File: config.mk
export PLATFORM = sky130hd
export DESIGN_NAME = mem_wb_stage
export DESIGN_NICKNAME = d
export VERILOG_FILES = /design/src/rtl/mem_wb_stage.sv
export SDC_FILE = /design/constraint.sdc
export NUM_CORES = 1
export LEC_CHECK = 0
export BUFFER_PORTS_ARGS = -buffer_cell sky130_fd_sc_hd__buf_2
export CAP_MARGIN = 30
export CORE_AREA = 2 2 190 192
export DETAILED_ROUTE_END_ITERATION = 10
export DIE_AREA = 0 0 192 194
export PLACE_DENSITY = 0.5
export SLEW_MARGIN = 20
export SYNTH_ARGS = -nofsm -noshare
export SYNTH_HDL_FRONTEND = slang
export SYNTH_SLANG_ARGS = --single-unit
File: constraint.sdc
create_clock -name clk -period 4.19 [get_ports clk]
set_input_delay 0.2095 -clock clk [delete_from_list [all_inputs] [get_ports clk]]
set_output_delay 0.2095 -clock clk [all_outputs]
set_load 0.02 [all_outputs]
File: src/rtl/mem_wb_stage.sv
// rtl/mem_wb_stage.sv - memory-access stage and MEM/WB pipeline register
//
// Performs loads and stores over a variable-latency req/ack data-memory port,
// stalls upstream while an access is outstanding, aligns/extends load data and
// drives the register-file write port.
//
// Ports:
//   clk, rst                 clock, asynchronous active-high reset
//   valid_m .. PCPlus4M      EX/MEM bundle (held stable while stall_m = 1)
//   stall_m                  upstream must hold the M inputs this cycle
//   dmem_req/we/addr/wdata/wstrb, dmem_ack/rdata   data-memory handshake
//   RegWriteEnW, RDW, ResultW  register-file write port
//   mem_err                  one-cycle pulse on misaligned access or timeout
module mem_wb_stage #(
  parameter int TIMEOUT = 16,
  parameter int XLEN    = 64
) (
  input  logic            clk,
  input  logic            rst,
  input  logic            valid_m,
  input  logic            RegWriteEnM,
  input  logic            MemtoRegM,
  input  logic            JALM,
  input  logic            MemReadEnM,
  input  logic            MemWriteEnM,
  input  logic [1:0]      MemSizeM,
  input  logic [1:0]      LoadSizeM,
  input  logic [XLEN-1:0] ALUResultM,
  input  logic [XLEN-1:0] WriteDataM,
  input  logic [4:0]      RdM,
  input  logic [XLEN-1:0] PCPlus4M,
  output logic            stall_m,
  output logic            dmem_req,
  output logic            dmem_we,
  output logic [XLEN-1:0] dmem_addr,
  output logic [XLEN-1:0] dmem_wdata,
  output logic [7:0]      dmem_wstrb,
  input  logic            dmem_ack,
  input  logic [XLEN-1:0] dmem_rdata,
  output logic            RegWriteEnW,
  output logic [4:0]      RDW,
  output logic [XLEN-1:0] ResultW,
  output logic            mem_err
);

  localparam int CW = (TIMEOUT > 2) ? $clog2(TIMEOUT) : 1;

  typedef enum logic {S_IDLE, S_ACCESS} state_t;

  state_t          state_q, state_d;
  logic [CW-1:0]   cnt_q, cnt_d;
  logic            req_q;
  logic [2:0]      off;
  logic            memop;
  logic            misaligned;
  logic            in_access;
  logic            timeout_hit;
  logic            capture;
  logic            err_d;
  logic [7:0]      byte_mask;
  logic [XLEN-1:0] rshift;
  logic [XLEN-1:0] load_val;
  logic [XLEN-1:0] result;
  logic            sx;
  logic            store_act;

  assign off         = ALUResultM[2:0];
  assign memop       = valid_m & (MemReadEnM | MemWriteEnM);
  assign in_access   = (state_q == S_ACCESS);
  assign timeout_hit = (cnt_q == CW'(TIMEOUT - 1));

  // Natural alignment: the low log2(size) offset bits must be zero.
  always_comb begin
    misaligned = 1'b0;
    byte_mask  = 8'h01;
    case (MemSizeM)
      2'b00: begin misaligned = 1'b0;       byte_mask = 8'h01; end
      2'b01: begin misaligned = off[0];     byte_mask = 8'h03; end
      2'b10: begin misaligned = |off[1:0];  byte_mask = 8'h0F; end
      default: begin misaligned = |off;     byte_mask = 8'hFF; end
    endcase
    misaligned = misaligned & memop;
  end

  // Store lanes are only presented while the request is outstanding.
  assign store_act  = in_access & MemWriteEnM;
  assign dmem_req   = req_q;
  assign dmem_we    = store_act;
  assign dmem_addr  = {ALUResultM[XLEN-1:3], 3'b000};
  assign dmem_wdata = store_act ? (WriteDataM << {off, 3'b000}) : '0;
  assign dmem_wstrb = store_act ? (byte_mask << off) : 8'h00;

  // Load extract: bring the addressed bytes down to bit 0, then extend.
  assign rshift = dmem_rdata >> {off, 3'b000};
  assign sx     = (LoadSizeM != 2'b01);

  always_comb begin
    load_val = rshift;
    case (MemSizeM)
      2'b00:   load_val = {{(XLEN-8){sx & rshift[7]}},   rshift[7:0]};
      2'b01:   load_val = {{(XLEN-16){sx & rshift[15]}}, rshift[15:0]};
      2'b10:   load_val = {{(XLEN-32){sx & rshift[31]}}, rshift[31:0]};
      default: load_val = rshift;
    endcase
  end

  always_comb begin
    if (JALM)           result = PCPlus4M;
    else if (MemtoRegM) result = load_val;
    else                result = ALUResultM;
  end

  // Next-state / stall / W-capture decisions. Ack is tested before the
  // timeout so a completion on the last allowed cycle is still honoured.
  always_comb begin
    state_d = state_q;
    cnt_d   = cnt_q;
    stall_m = 1'b0;
    capture = 1'b0;
    err_d   = 1'b0;
    if (state_q == S_IDLE) begin
      if (memop && !misaligned) begin
        stall_m = 1'b1;
        state_d = S_ACCESS;
        cnt_d   = '0;
      end else if (misaligned) begin
        err_d = 1'b1;
      end else begin
        capture = 1'b1;
      end
    end else begin
      if (dmem_ack) begin
        capture = 1'b1;
        state_d = S_IDLE;
      end else if (timeout_hit) begin
        err_d   = 1'b1;
        state_d = S_IDLE;
      end else begin
        stall_m = 1'b1;
        cnt_d   = cnt_q + 1'b1;
      end
    end
  end

  always_ff @(posedge clk or posedge rst) begin
    if (rst) begin
      state_q <= S_IDLE;
      cnt_q   <= '0;
      req_q   <= 1'b0;
    end else begin
      state_q <= state_d;
      cnt_q   <= cnt_d;
      req_q   <= (state_d == S_ACCESS);
    end
  end

  // W register: a bubble leaves RDW/ResultW untouched and only clears the
  // write enable.
  always_ff @(posedge clk or posedge rst) begin
    if (rst) begin
      RegWriteEnW <= 1'b0;
      RDW         <= '0;
      ResultW     <= '0;
      mem_err     <= 1'b0;
    end else begin
      mem_err <= err_d;
      if (capture) begin
        RegWriteEnW <= RegWriteEnM & valid_m & (RdM != 5'd0);
        RDW         <= RdM;
        ResultW     <= result;
      end else begin
        RegWriteEnW <= 1'b0;
      end
    end
  end

endmodule
==> run_results.csv, run 1 <==
group,metric,value,unit
cts,cts.clk_slew.worst_paths,60,ps
layout,multi_input_area,0.00566,mm2
grt,grt_pass1_vias,9958,
detailed_routing,routed-via-count,10100,
power_and_ir_drop,swShare,43.0,%
cts,clock_insertion_delay_worst_skew,360,ps
timing,final_sum_of_negative_setup_slack,0,ps
detailed_routing,via_per_inst,5.23,
detailed_routing,first_iter_violations,570,
power_and_ir_drop,gate_power_share,46.4,%
grt,grt.total_usage,23.6,%
cts,cts-buffers-inserted,9,
layout,fin_nets,1720,
timing,timing.clock.skew,7.05,ps
placed_design,gpl.final_weighted_congestion,0.922,
layout,layout_commonest_cell,"buf_2",
power_and_ir_drop,p_leak,5.33,nW
detailed_routing,ant_nets,0,
cts,count_of_cells_resized_by_post_cts_repair,0,
critical_path,slowest_delay,660,ps
layout,fin_util,31.8,%
cts,post_cts_buffers,0,
floorplanning,die_footprint,0.0372,mm2
job,drv_cap,0,
layout,final_cell_mix,"480 x buf_2, 138 x nor2_1, 89 x nand2_1",
timing,rsz_0062_raised_after_global_routing,"false",
placed_design,dp_cells,1893,
synth,synth_async_sr_flop_share,100,%
cts,cts_max_level,3,
critical_path,timing.critical_path.required,3980,ps
critical_path,crit_path_cell_trace,"nand2_1, clkinv_1, buf_4, nand2_1, buf_4, nor3_1, and2_1, buf_2",
grt,grt_pass1_wl,65.1,mm
critical_path,kind_of_cell_adding_the_most_delay_to_the_critical_path,"simple AND/OR/NAND/NOR gates",
floorplanning,die-width,192,um
detailed_routing,drt_drc,0,
floorplanning,pin_count,484,
timing,fin_crit_sh,67.2,%
critical_path,worstSetupStartpointType,"flip-flop",
synth,synth.ff_latch_count,76,
layout,final_layout_size_suffix_gt1_share,42.7,%
detailed_routing,routed_wire_length_per_instance,23.5,um
layout,fillers,3886,
timing,slew_headroom,41.4,%
floorplanning,core-area,0.0352,mm2
grt,pin_count_of_the_biggest_net_entering_global_routing,89,
layout,final-seq-area,0.00190,mm2
cts,clock_tree_from_tritoncts,"done",
critical_path,worst-path-buf-inv,4,
critical_path,cp-end-kind,"output pin",
power_and_ir_drop,power.net_switching,1.47,mW
detailed_routing,drt_wl_total,45.4,mm
synth,post_synth_inst_count,1088,
timing,final-setup-viol-count,0,
synth,synthesis.area,0.00859,mm2
timing,worst_slew_pin_slew,879,ps
timing,drv_slew,0,
synth,synth-edff-count,0,
power_and_ir_drop,ir_drop,0.213,mV
cts,cts-root-to-sink-buffers,2,
synth,post_synth_num_cell_types,62,
power_and_ir_drop,intPower,1.95,mW
cts,cts_sinks,76,
power_and_ir_drop,share_of_total_power_in_the_clock_network,24.8,%
layout,fin_area,0.0112,mm2
critical_path,worstSetupPathType,"reg -> out",
critical_path,cp_slowest_cell,"nor3_1",
floorplanning,rows,69,
grt,global_route.overflow_total,0,
placed_design,dp_hpwl,35.9,mm
detailed_routing,drt_first_pass_iters,6,
synth,yosys_warnings,0,
grt,antenna_found_initial,22,
floorplanning,die_height,194,um
synth,synth_ff_type,"dfrtp_1",
min_path,min-delay-path-class,"in -> reg",
layout,areaGrowthSynthToFinish,30.4,%
power_and_ir_drop,p_per_area,306,mW/mm2
layout,finish.cell_count_without_fillers,1931,
synth,syn-mean-instance-area,7.90,um2
timing,final-hold-violation-count,0,
power_and_ir_drop,post-layout-total-power,3.42,mW
critical_path,critical_path_peak_fanout,27,
power_and_ir_drop,power.sequential.fraction,28.8,%
outcome,run_status,"finished, final reports clean",
critical_path,critPathArrivalTime,2610,ps
timing,fmax,355,MHz
synth,ys_seq_area_share,22.1,%
cts,cts_root_buf,"clkbuf_16",
placed_design,placed_area,0.0108,mm2
critical_path,r2r_setup_slack,1860,ps
timing,post-route-min-period,2820,ps
placed_design,place.port_buffers,480,
floorplanning,initial_utilization,24.4,%
==> metrics by stage <==
step,setup WS (ps),hold WS [ps]
6_report,1370,63.4
3_5_place_dp,1360,418
3_3_place_gp,1390,412
2_1_floorplan,1800,315
4_1_cts,1330,28.8
5_1_grt,1150,82.2
==> power by group through the flow <==
stage / Clock, mW / Sequential, mW / Combinational, mW
floorplan: 0 / 1.14 / 0.855
global placement: 0 / 0.998 / 1.59
detailed placement: 0 / 1.00 / 1.60
CTS: 0.867 / 0.986 / 1.60
global route: 0.895 / 1.01 / 1.72
finish: 0.849 / 0.987 / 1.59
==> timing repair <==
item,CTS,global route
hold buffers,0,1
endpoints found under the setup margin,0,0
hold endpoints to repair,0,21
==> per-layer routing <==
metal / track usage, % / share of wire, % / up-vias
met5: 0 / 0.086 / -
met4: 9.92 / 3.3 / 6
met3: 4.74 / 6.9 / 64
met2: 41.3 / 51 / 463
met1: 27.7 / 39 / 4853
li1: - / - / 4705
==> final timing paths <==
check                                     endpoint  cells past startpoint               start
setup / recovery                     dmem_wdata[3]                      8  dmem_req$_DFF_PP0_
hold / removal                  RDW[0]$_DFFE_PP0P_                      3              RdM[0]
setup reg to reg           ResultW[25]$_DFFE_PP0P_                      6  dmem_req$_DFF_PP0_
hold reg to reg                 RDW[2]$_DFFE_PP0P_                      2  RDW[2]$_DFFE_PP0P_
max in group asynchronous  ResultW[41]$_DFFE_PP0P_                      4                 rst
min in group asynchronous  ResultW[10]$_DFFE_PP0P_                      3                 rst
==> cell usage after synthesis (all sizes together), types with 3 or more instances <==
cell type,number,share of area [%]
nand3,15,0.87
o32a,3,0.35
nand2b,14,1.0
a211oi,13,1.1
and2b,3,0.26
clkbuf,52,2.3
a221o,7,0.82
a31oi,11,0.80
a32o,7,0.82
a221oi,23,2.3
o311ai,3,0.31
o32ai,7,0.71
and2,17,1.2
nor2,140,6.1
inv,18,0.79
o22ai,55,4.1
buf,110,9.1
nor3,12,0.76
clkinv,3,0.13
mux4,23,6.0
o2111ai,7,0.71
mux2i,83,9.7
nand2,89,3.9
o21ai,73,4.3
o211ai,5,0.44
mux2,29,3.8
nor2b,36,2.6
a222oi,15,1.7
a21oi,113,7.9
or2,3,0.22
dfrtp,76,22
==> sequential cells by signal, summed over array words and instances (netlist names) <==
register / flops
mem_err: 1
RegWriteEnW: 1
RDW: 5
ResultW: 64
dmem_req: 1
cnt_q: 4
==> area by class of cell <==
cell class	instances	share of cell area (%)
Antenna cell	20	0.447
Clock buffer	11	2.26
Clock inverter	5	0.447
Timing Repair Buffer	506	23.5
Sequential cell	76	17.0
Inverter	21	0.715
Tap cell	461	5.15
Multi-Input combinational cell	831	50.5
==> worst register-to-register path: stages, from the launching register on <==
cell and delay, ps:
dfrtp_1 450, nand2b_1 240, o21ai_4 230, buf_4 660
nor2_1 310, o2111ai_1 190, nand3_1 100
==> kinds of logic (layout without fill, tap and decap cells) <==
kind of cell             Yosys count  count (layout)  synth area share [%]
AO/OA/AOI/OAI                    354             354                  27.7
AND/OR/NAND/NOR                  337             337                  18.0
buffers and inverters            183             543                  12.3
multiplexers                     135             135                  19.6
flip-flops                        76              76                  22.1
adder cells (fa/ha/maj)            1               1                 0.146
other                              1              23                0.0436
XOR/XNOR                           1               1                 0.102
Power figures use the tool's default switching activity.
==> run 2, diff against run 1 <==
- PLACE_DENSITY: 0.5 -> 0.52
- clock period: 4.19 -> 2.4 ns (I/O delays scaled with it)
==> run 2 against run 1 <==
  * Sequential power grew 73%
  * Cell area rose by 2.4%
  * Hold slack lost 42 ps
  * Flip-flop and latch count did not move
==> run_results.csv, run 2 (synthesis results as in run 1) <==
group,metric,value,unit
layout,final_layout_size_suffix_gt1_share,43.3,%
detailed_routing,first_iter_violations,625,
timing,fmax,464,MHz
grt,pin_count_of_the_biggest_net_entering_global_routing,137,
layout,areaGrowthSynthToFinish,33.5,%
grt,grt.total_usage,22.6,%
grt,grt_pass1_vias,9899,
floorplanning,die_footprint,0.0372,mm2
layout,largest-register,"ResultW",
timing,final-setup-viol-count,0,
timing,worst_slew_pin_slew,865,ps
floorplanning,core-area,0.0352,mm2
power_and_ir_drop,intPower,3.50,mW
power_and_ir_drop,power.sequential.fraction,28.6,%
layout,finish.cell_count_without_fillers,1952,
timing,post-route-min-period,2160,ps
layout,max_reg_flops,64,
power_and_ir_drop,ir_drop,0.259,mV
floorplanning,initial_utilization,24.4,%
layout,fin_util,32.6,%
power_and_ir_drop,p_per_area,522,mW/mm2
critical_path,timing.critical_path.required,2280,ps
timing,slew_headroom,42.3,%
placed_design,place.port_buffers,480,
critical_path,crit_path_cell_trace,"nand2_1, clkinv_1, nand3_1, a21oi_1, buf_2",
floorplanning,die_height,194,um
cts,cts_max_level,3,
grt,global_route.overflow_total,0,
detailed_routing,routed_wire_length_per_instance,22.4,um
cts,cts_sinks,76,
timing,fin_crit_sh,89.8,%
critical_path,worstSetupPathType,"reg -> out",
timing,drv_slew,0,
detailed_routing,drt_first_pass_iters,5,
detailed_routing,via_per_inst,5.14,
critical_path,worst-path-buf-inv,2,
layout,layout_commonest_cell,"buf_2",
cts,cts_root_buf,"clkbuf_16",
outcome,run_status,"finished, final reports clean",
timing,final_sum_of_negative_setup_slack,0,ps
power_and_ir_drop,gate_power_share,46.6,%
timing,final-hold-violation-count,0,
detailed_routing,routed-via-count,10000,
detailed_routing,drt_wl_total,43.7,mm
floorplanning,rows,69,
layout,final_cell_mix,"479 x buf_2, 138 x nor2_1, 89 x nand2_1",
cts,cts-buffers-inserted,9,
min_path,min-delay-path-class,"in -> reg",
power_and_ir_drop,share_of_total_power_in_the_clock_network,24.8,%
timing,rsz_0062_raised_after_global_routing,"false",
critical_path,critPathArrivalTime,2040,ps
critical_path,cp_slowest_cell,"nand3_1",
critical_path,cp-end-kind,"output pin",
grt,antenna_found_initial,19,
critical_path,slowest_delay,420,ps
placed_design,gpl.final_weighted_congestion,0.891,
cts,clock_tree_from_tritoncts,"done",
power_and_ir_drop,post-layout-total-power,5.99,mW
critical_path,critical_path_peak_fanout,9,
grt,grt_pass1_wl,62.9,mm
job,drv_cap,0,
cts,clock_insertion_delay_worst_skew,360,ps
cts,cts.clk_slew.worst_paths,60,ps
floorplanning,pin_count,484,
timing,timing.clock.skew,7.52,ps
detailed_routing,ant_nets,0,
power_and_ir_drop,p_leak,5.47,nW
power_and_ir_drop,power.net_switching,2.49,mW
layout,fin_nets,1748,
cts,cts-root-to-sink-buffers,2,
power_and_ir_drop,swShare,41.6,%
layout,largestRegisters,"ResultW x64, RDW x5, cnt_q x4",
critical_path,kind_of_cell_adding_the_most_delay_to_the_critical_path,"simple AND/OR/NAND/NOR gates",
critical_path,worstSetupStartpointType,"flip-flop",
floorplanning,die-width,192,um
placed_design,dp_hpwl,35.5,mm
placed_design,dp_cells,1917,
detailed_routing,drt_drc,0,
run 2: changes by cell type in the layout (fill, tap and decap cells not counted), sizes merged:
cell,before,now
buf,505,528
bufinv,1,2
clkbuf,11,10
clkinv,7,6
clkinvlp,0,1
diode,20,14
dlygate4sd3,1,6
inv,18,17
run 2: area by class of cell:
cell class	instances	area, um2
tap	461	577
clock inverter	5	77.6
timing repair buffer	534	2920
inverter	21	80.1
antenna	14	35.0
clock buffer	10	229
sequential	76	1900
fill	3907	23800
multi-input combinational	831	5650
run 2: routing by layer:
layer / GRT usage (%) / routed length [um] / vias to the layer above
li1: - / - / 4759
met1: 26.1 / 17000 / 4812
met2: 41.4 / 22700 / 423
met3: 5.32 / 3220 / 41
met4: 6.22 / 761 / 6
met5: 0 / 47 / -
run 2: path summary, 6_finish.rpt:
kind | startpoint | slack [ps] | depth (start not counted) | endpoint
min in group asynchronous | rst | 370 | 3 | ResultW[5]$_DFFE_PP0P_
worst max-delay path | dmem_req$_DFF_PP0_ | 240 | 5 | dmem_wstrb[1]
max in group asynchronous | rst | 1310 | 4 | ResultW[35]$_DFFE_PP0P_
worst max register to register | dmem_req$_DFF_PP0_ | 460 | 6 | ResultW[59]$_DFFE_PP0P_
worst min register to register | RDW[2]$_DFFE_PP0P_ | 470 | 2 | RDW[2]$_DFFE_PP0P_
worst min-delay path | RegWriteEnM | 20 | 3 | RegWriteEnW$_DFF_PP0_
run 2: what timing repair did:
| action | 4_1_cts | 5_1_grt |
|---|---|---|
| hold endpoints to repair | 38 | 0 |
| gates resized for setup | 0 | 0 |
| setup buffers | 0 | 0 |
| hold buffers | 6 | 0 |
run 2: power groups by stage:
stage          combinational, mW  clock, mW  sequential [mW]
4_1_cts                     2.82       1.52             1.71
3_3_place_gp                2.78          0             1.73
6_report                    2.79       1.49             1.71
3_5_place_dp                2.81          0             1.73
2_1_floorplan               1.49          0             2.00
5_1_grt                     3.03       1.57             1.75
run 2: tightest hold or removal path: cells and delay by family:
family	cells	cell delay, ps
buffers and inverters	1	100
AOI/OAI and AO/OA	1	80
and+or+nand+nor	1	50
run 2: per-stage QoR:
step / hold slack (ps) / area, um2 / setup slack [ps]
after detailed placement: 233 / 11100 / 156
after global placement: 228 / 11100 / 129
after CTS: 12.2 / 11400 / 163
after floorplan: 225 / 8600 / 166
final: 21.6 / 11500 / 244
after global routing: 17.3 / 11500 / 74.0
